### src/rtl/dsp_div.sv
// -----------------------------------------------------------------------------
// dsp_div
// Sequential signed integer divider. It divides two's-complement operands by
// running a radix-2 restoring division on their magnitudes, then restores the
// signs. The quotient is truncated toward zero, and the remainder takes the
// sign of the dividend. Both sides use a valid/ready handshake, and only one
// division is in flight at a time.
//
// Ports
//   i_clk          rising-edge clock
//   i_aresetn      asynchronous active-low reset
//   i_in_valid     operand pair valid
//   o_in_ready     divider can accept operands (IDLE only)
//   i_dividend     signed dividend
//   i_divisor      signed divisor
//   o_out_valid    result valid (DONE only)
//   i_out_ready    downstream accepts result
//   o_quotient     signed quotient, truncated toward zero
//   o_remainder    signed remainder, sign of dividend (or zero)
//   o_div_by_zero  current result is a divide-by-zero
// -----------------------------------------------------------------------------
module dsp_div #(
    parameter int VALUE_WIDTH = 17
) (
    input  logic                   i_clk,
    input  logic                   i_aresetn,
    input  logic                   i_in_valid,
    output logic                   o_in_ready,
    input  logic [VALUE_WIDTH-1:0] i_dividend,
    input  logic [VALUE_WIDTH-1:0] i_divisor,
    output logic                   o_out_valid,
    input  logic                   i_out_ready,
    output logic [VALUE_WIDTH-1:0] o_quotient,
    output logic [VALUE_WIDTH-1:0] o_remainder,
    output logic                   o_div_by_zero
);

    localparam int W     = VALUE_WIDTH;
    localparam int CNT_W = (W > 2) ? $clog2(W) : 1;

    localparam logic [W-1:0] MAX_POS = {1'b0, {(W-1){1'b1}}};
    localparam logic [W-1:0] MIN_NEG = {1'b1, {(W-1){1'b0}}};

    typedef enum logic [2:0] {
        S_IDLE,
        S_ABS,
        S_CALC,
        S_FIX,
        S_DONE
    } state_t;

    state_t           state_q,     state_d;
    // op_a holds the raw dividend, then its magnitude, and finally acts as the
    // shift register that feeds dividend bits into the partial remainder.
    logic [W-1:0]     op_a_q,      op_a_d;
    logic [W-1:0]     op_b_q,      op_b_d;
    logic             sign_a_q,    sign_a_d;
    logic             sign_b_q,    sign_b_d;
    // The partial remainder is always smaller than |divisor| <= 2^(W-1), so W
    // bits hold it. The extra bit exists only in the shifted trial value.
    logic [W-1:0]     rem_q,       rem_d;
    logic [W-1:0]     quo_q,       quo_d;
    logic [CNT_W-1:0] cnt_q,       cnt_d;
    logic [W-1:0]     quotient_q,  quotient_d;
    logic [W-1:0]     remainder_q, remainder_d;
    logic             dbz_q,       dbz_d;

    logic [W:0]       rem_shift;

    // NOTE: every signal driven here gets a default first. That way no path
    // leaves it unassigned, and no latch is inferred.
    always_comb begin
        state_d     = state_q;
        op_a_d      = op_a_q;
        op_b_d      = op_b_q;
        sign_a_d    = sign_a_q;
        sign_b_d    = sign_b_q;
        rem_d       = rem_q;
        quo_d       = quo_q;
        cnt_d       = cnt_q;
        quotient_d  = quotient_q;
        remainder_d = remainder_q;
        dbz_d       = dbz_q;
        rem_shift   = {rem_q, op_a_q[W-1]};

        case (state_q)
            S_IDLE: begin
                if (i_in_valid) begin
                    op_a_d   = i_dividend;
                    op_b_d   = i_divisor;
                    sign_a_d = i_dividend[W-1];
                    sign_b_d = i_divisor[W-1];
                    if (i_divisor == '0) begin
                        // Saturate toward the sign of the dividend, and pass
                        // the dividend through as the remainder.
                        quotient_d  = i_dividend[W-1] ? MIN_NEG : MAX_POS;
                        remainder_d = i_dividend;
                        dbz_d       = 1'b1;
                        state_d     = S_DONE;
                    end else begin
                        dbz_d   = 1'b0;
                        state_d = S_ABS;
                    end
                end
            end

            S_ABS: begin
                // The magnitude of the most negative value (2^(W-1)) still
                // fits, because the register is treated as unsigned from here.
                op_a_d  = sign_a_q ? -op_a_q : op_a_q;
                op_b_d  = sign_b_q ? -op_b_q : op_b_q;
                rem_d   = '0;
                quo_d   = '0;
                cnt_d   = CNT_W'(W - 1);
                state_d = S_CALC;
            end

            S_CALC: begin
                if (rem_shift >= {1'b0, op_b_q}) begin
                    rem_d = W'(rem_shift - {1'b0, op_b_q});
                    quo_d = {quo_q[W-2:0], 1'b1};
                end else begin
                    rem_d = rem_shift[W-1:0];
                    quo_d = {quo_q[W-2:0], 1'b0};
                end
                op_a_d = op_a_q << 1;
                if (cnt_q == '0) begin
                    state_d = S_FIX;
                end else begin
                    cnt_d = cnt_q - 1'b1;
                end
            end

            S_FIX: begin
                // min_neg / -1 yields a magnitude of 2^(W-1). Negating it in
                // W bits wraps back to min_neg, which is the defined result.
                quotient_d  = (sign_a_q ^ sign_b_q) ? -quo_q : quo_q;
                remainder_d = sign_a_q ? -rem_q : rem_q;
                state_d     = S_DONE;
            end

            S_DONE: begin
                if (i_out_ready) begin
                    state_d = S_IDLE;
                end
            end

            default: begin
                state_d = S_IDLE;
            end
        endcase
    end

    // NOTE: state updates use non-blocking assignments. Every flop then
    // samples the values from before the edge, whatever order the lines are in.
    always_ff @(posedge i_clk or negedge i_aresetn) begin
        if (!i_aresetn) begin
            // NOTE: every register, including the datapath, is cleared on
            // reset. That way an aborted division leaves nothing behind.
            state_q     <= S_IDLE;
            op_a_q      <= '0;
            op_b_q      <= '0;
            sign_a_q    <= 1'b0;
            sign_b_q    <= 1'b0;
            rem_q       <= '0;
            quo_q       <= '0;
            cnt_q       <= '0;
            quotient_q  <= '0;
            remainder_q <= '0;
            dbz_q       <= 1'b0;
        end else begin
            state_q     <= state_d;
            op_a_q      <= op_a_d;
            op_b_q      <= op_b_d;
            sign_a_q    <= sign_a_d;
            sign_b_q    <= sign_b_d;
            rem_q       <= rem_d;
            quo_q       <= quo_d;
            cnt_q       <= cnt_d;
            quotient_q  <= quotient_d;
            remainder_q <= remainder_d;
            dbz_q       <= dbz_d;
        end
    end

    assign o_in_ready    = (state_q == S_IDLE);
    assign o_out_valid   = (state_q == S_DONE);
    assign o_quotient    = quotient_q;
    assign o_remainder   = remainder_q;
    assign o_div_by_zero = dbz_q;

endmodule

### config.mk
export PLATFORM = sky130hd
export DESIGN_NAME = dsp_div
export DESIGN_NICKNAME = d
export VERILOG_FILES = /design/src/rtl/dsp_div.sv
export SDC_FILE = /design/constraint.sdc
export NUM_CORES = 1
export LEC_CHECK = 0
export BUFFER_PORTS_ARGS = -buffer_cell sky130_fd_sc_hd__buf_4
export CAP_MARGIN = 20
export CORE_MARGIN = 5
export CORE_UTILIZATION = 55
export CTS_CLUSTER_DIAMETER = 200
export CTS_CLUSTER_SIZE = 28
export DETAILED_ROUTE_END_ITERATION = 10
export PLACE_DENSITY_LB_ADDON = 0.05
export SYNTH_ARGS = -nofsm -noshare
export SYNTH_HDL_FRONTEND = slang
export SYNTH_SLANG_ARGS = --single-unit
### constraint.sdc
create_clock -name i_clk -period 3.2 [get_ports i_clk]
set_input_delay 0.64 -clock i_clk [delete_from_list [all_inputs] [get_ports i_clk]]
set_output_delay 0.64 -clock i_clk [all_outputs]
set_load 0.01 [all_outputs]
==> impl_metrics.json <==
{
  "critPathArrivalTime_ns": 3.33,
  "synth_largest_area_cell": "dfrtp_1",
  "finalCriticalPeriod_ns": 3.03,
  "setup_viol": 0,
  "drt_drc_violations_left": 0,
  "io-pin-count": 75,
  "power.leakage_nw": 3.97,
  "r2r_slack_ns": 0.17,
  "synthTopCellsByCount": "dfrtp_1, nand2_1, o21ai_0",
  "drive_gt1_share_pct": 17.1,
  "overflow": 0,
  "cts_hold_buffers": 0,
  "maxSlewViolCount": 0,
  "synthArstFlopShare_pct": 100,
  "grt_pass1_vias": 6391,
  "post-cts-setup-buffer-count": 0,
  "post-route-util_pct": 68.0,
  "placedCellCount": 1055,
  "reg2reg_to": "rem_q[12]",
  "die_area_mm2": 0.0151,
  "cts_max_level": 4,
  "p_total_mw": 8.90,
  "numCtsBuffers": 17,
  "grt_max_degree": 58,
  "die_x_um": 123,
  "n_antenna_cell": 0,
  "dr_total_vias": 6608,
  "rr_worst_depth": 12,
  "slew_headroom_pct": 43.3,
  "die_h_um": 123,
  "numClockSinks": 113,
  "synth_cell_type_count": 58,
  "start_kind": "register",
  "rsz0062_at_grt": "false",
  "synth_warnings": 0,
  "max_cap_viol_count": 0,
  "criticalPathCategory": "register to register",
  "hold_path_class": "input port to async pin",
  "rr_startpoint": "op_a_q[16]",
  "num_rows": 41,
  "vdd_drop_max_uv": 579,
  "fin_area_mm2": 0.00854,
  "start_util_pct": 55.7,
  "cts_tree": "yes",
  "hold_violations": 0,
  "skew_ns": 0.00939,
  "ys_seq_elements": 113,
  "final_cells": 1086,
  "grt_pass1_wl_um": 32100,
  "tns_ns": 0,
  "synth-edff-count": 0,
  "timing.hold.ws_ns": 0.282,
  "yosysMostFrequentCell": "dfrtp_1",
  "tightest_slew_ns": 0.844,
  "syn_inst": 821,
  "gp_congestion": 0.896,
  "pre_cts_ws_ns": -0.149,
  "synthFlopType": "dfrtp_1",
  "yosysTopAreaCellShare_pct": 40.4,
  "vias_per_cell": 6.08,
  "dr.pass1.iters": 6,
  "synth.avg_cell_area_um2": 8.53,
  "synth_top_cells_by_area": "dfrtp_1, o21ai_0, nand2_1, ha_1, xor2_1",
  "syn2layout_area_growth_pct": 21.9,
  "cts-root-buf": "clkbuf_16",
  "fin_crit_sh_pct": 94.8,
  "track_usage_pct": 27.2,
  "portBuffers": 74,
  "p_per_area_mw_per_mm2": 1040,
  "first_iter_violations": 620,
  "routed_wirelength_um": 19900,
  "cp_max_fo": 22,
  "fmax_mhz": 330,
  "antenna_found_initial": 0,
  "required_ns": 3.49,
  "clk_latency_ns": 0.42,
  "fin_nets": 964,
  "syn_area_mm2": 0.00701,
  "worst_slack_ns": 0.166,
  "clock_path_buffers": 2,
  "status": "finished clean",
  "yosysSeqAreaShare_pct": 40.4,
  "end_kind": "register",
  "wl_per_cell_um": 18.3,
  "hpwl_um": 14300,
  "clk_pin_slew_ns": 0.05,
  "fp.coreArea_mm2": 0.0126,
  "dpl_cell_area_mm2": 0.00789,
  "syn-num-nets": 883,
  "ant_nets": 0
}
[cells by family (layout without fill, tap and decap cells)]
family | after synthesis | in the layout | synth area share, %
AO/OA/AOI/OAI | 269 | 269 | 24.6
AND/OR/NAND/NOR | 268 | 268 | 18.0
buffers and inverters | 84 | 177 | 4.57
multiplexers | 14 | 14 | 2.00
XOR/XNOR | 49 | 49 | 6.12
adder cells (fa/ha/maj) | 24 | 24 | 4.39
flip-flops | 113 | 113 | 40.4
[critical path, cell delays in order (launching register included)]
cell      delay, ns
dfrtp_1        0.40
inv_1          0.11
ha_1           0.17
inv_1          0.05
fa_1           0.38
a21o_1         0.22
a221oi_1       0.27
buf_4          0.18
a221oi_2       0.07
o211ai_1       0.28
a21bo_4        0.40
mux2i_1        0.27
o21ai_0        0.10
[report_power, final]
| group | internal (mW) | total, mW | switching [mW] |
|---|---|---|---|
| logic | 1.76 | 4.34 | 2.57 |
| clock network | 1.41 | 2.09 | 0.676 |
| registers | 1.95 | 2.47 | 0.522 |
| total | 5.12 | 8.90 | 3.77 |
[worst max-delay path by stage]
| stage | start | endpoint | slack [ns] | cells past startpoint |
|---|---|---|---|---|
| 2_1_floorplan | i_divisor[9] | o_remainder[15] | 0.29 | 9 |
| 3_3_place_gp | i_divisor[9] | o_remainder[13] | -0.06 | 9 |
| 6_report | op_a_q[16] | rem_q[12] | 0.17 | 12 |
| 5_1_grt | op_a_q[16] | rem_q[0] | 0.05 | 12 |
| 4_1_cts | op_a_q[16] | rem_q[12] | 0.02 | 12 |
| 3_5_place_dp | i_divisor[0] | o_remainder[4] | -0.15 | 9 |
[cell type report]
cell class	instances	area [um^2]
clock buffer	21	460
clock inverter	10	183
fill	1037	4030
inverter	35	131
multi-input combinational	624	3880
sequential	113	2830
tap	172	215
timing repair buffer	111	846
[state kept, by name (all words and copies together), names as in the netlist]
register / count
state_q: 3
sign_b_q: 1
o_remainder: 17
sign_a_q: 1
op_b_q: 17
o_div_by_zero: 1
rem_q: 17
cnt_q: 5
quo_q: 17
op_a_q: 17
o_quotient: 17
[placed cells by master (no fill, tap or decap), types with 4 or more instances in the layout]
cell	netlist	layout
a21o_1	9	9
a21oi_1	39	39
a222oi_1	4	4
mux2i_1	14	14
or2_2	4	4
bufinv_16	0	5
a32oi_1	15	15
o211ai_1	6	6
nor4_1	11	11
o21ai_0	108	108
nand2_1	110	110
xor2_1	27	27
nor2_1	56	55
buf_4	0	110
nor3b_1	4	4
inv_1	35	35
a22oi_1	8	8
or3_1	5	5
nand2b_1	8	8
a22o_1	16	16
nor3_1	21	21
clkbuf_16	0	17
a221oi_1	12	11
dfrtp_1	113	113
ha_1	23	23
o22ai_1	7	7
nand3_1	22	22
nand3b_1	5	5
a211oi_1	5	5
a31oi_1	7	7
o41ai_1	6	6
xnor2_1	22	22
o31ai_1	9	9
[repair_timing]
item                                   in CTS  in global routing
setup endpoints to repair                   0                 18
endpoints found under the hold margin       0                  0
resized for setup                           0                  2
[per-layer routing]
metal | wire length (um) | GRT usage (%) | up-vias
met1 | 8770 | 36.2 | 3158
met2 | 9050 | 42.9 | 265
met5 | 0 | 0 | -
met3 | 1340 | 4.88 | 45
li1 | - | - | 3140
met4 | 707 | 13.3 | 0
(Power assumes the default switching activity.)
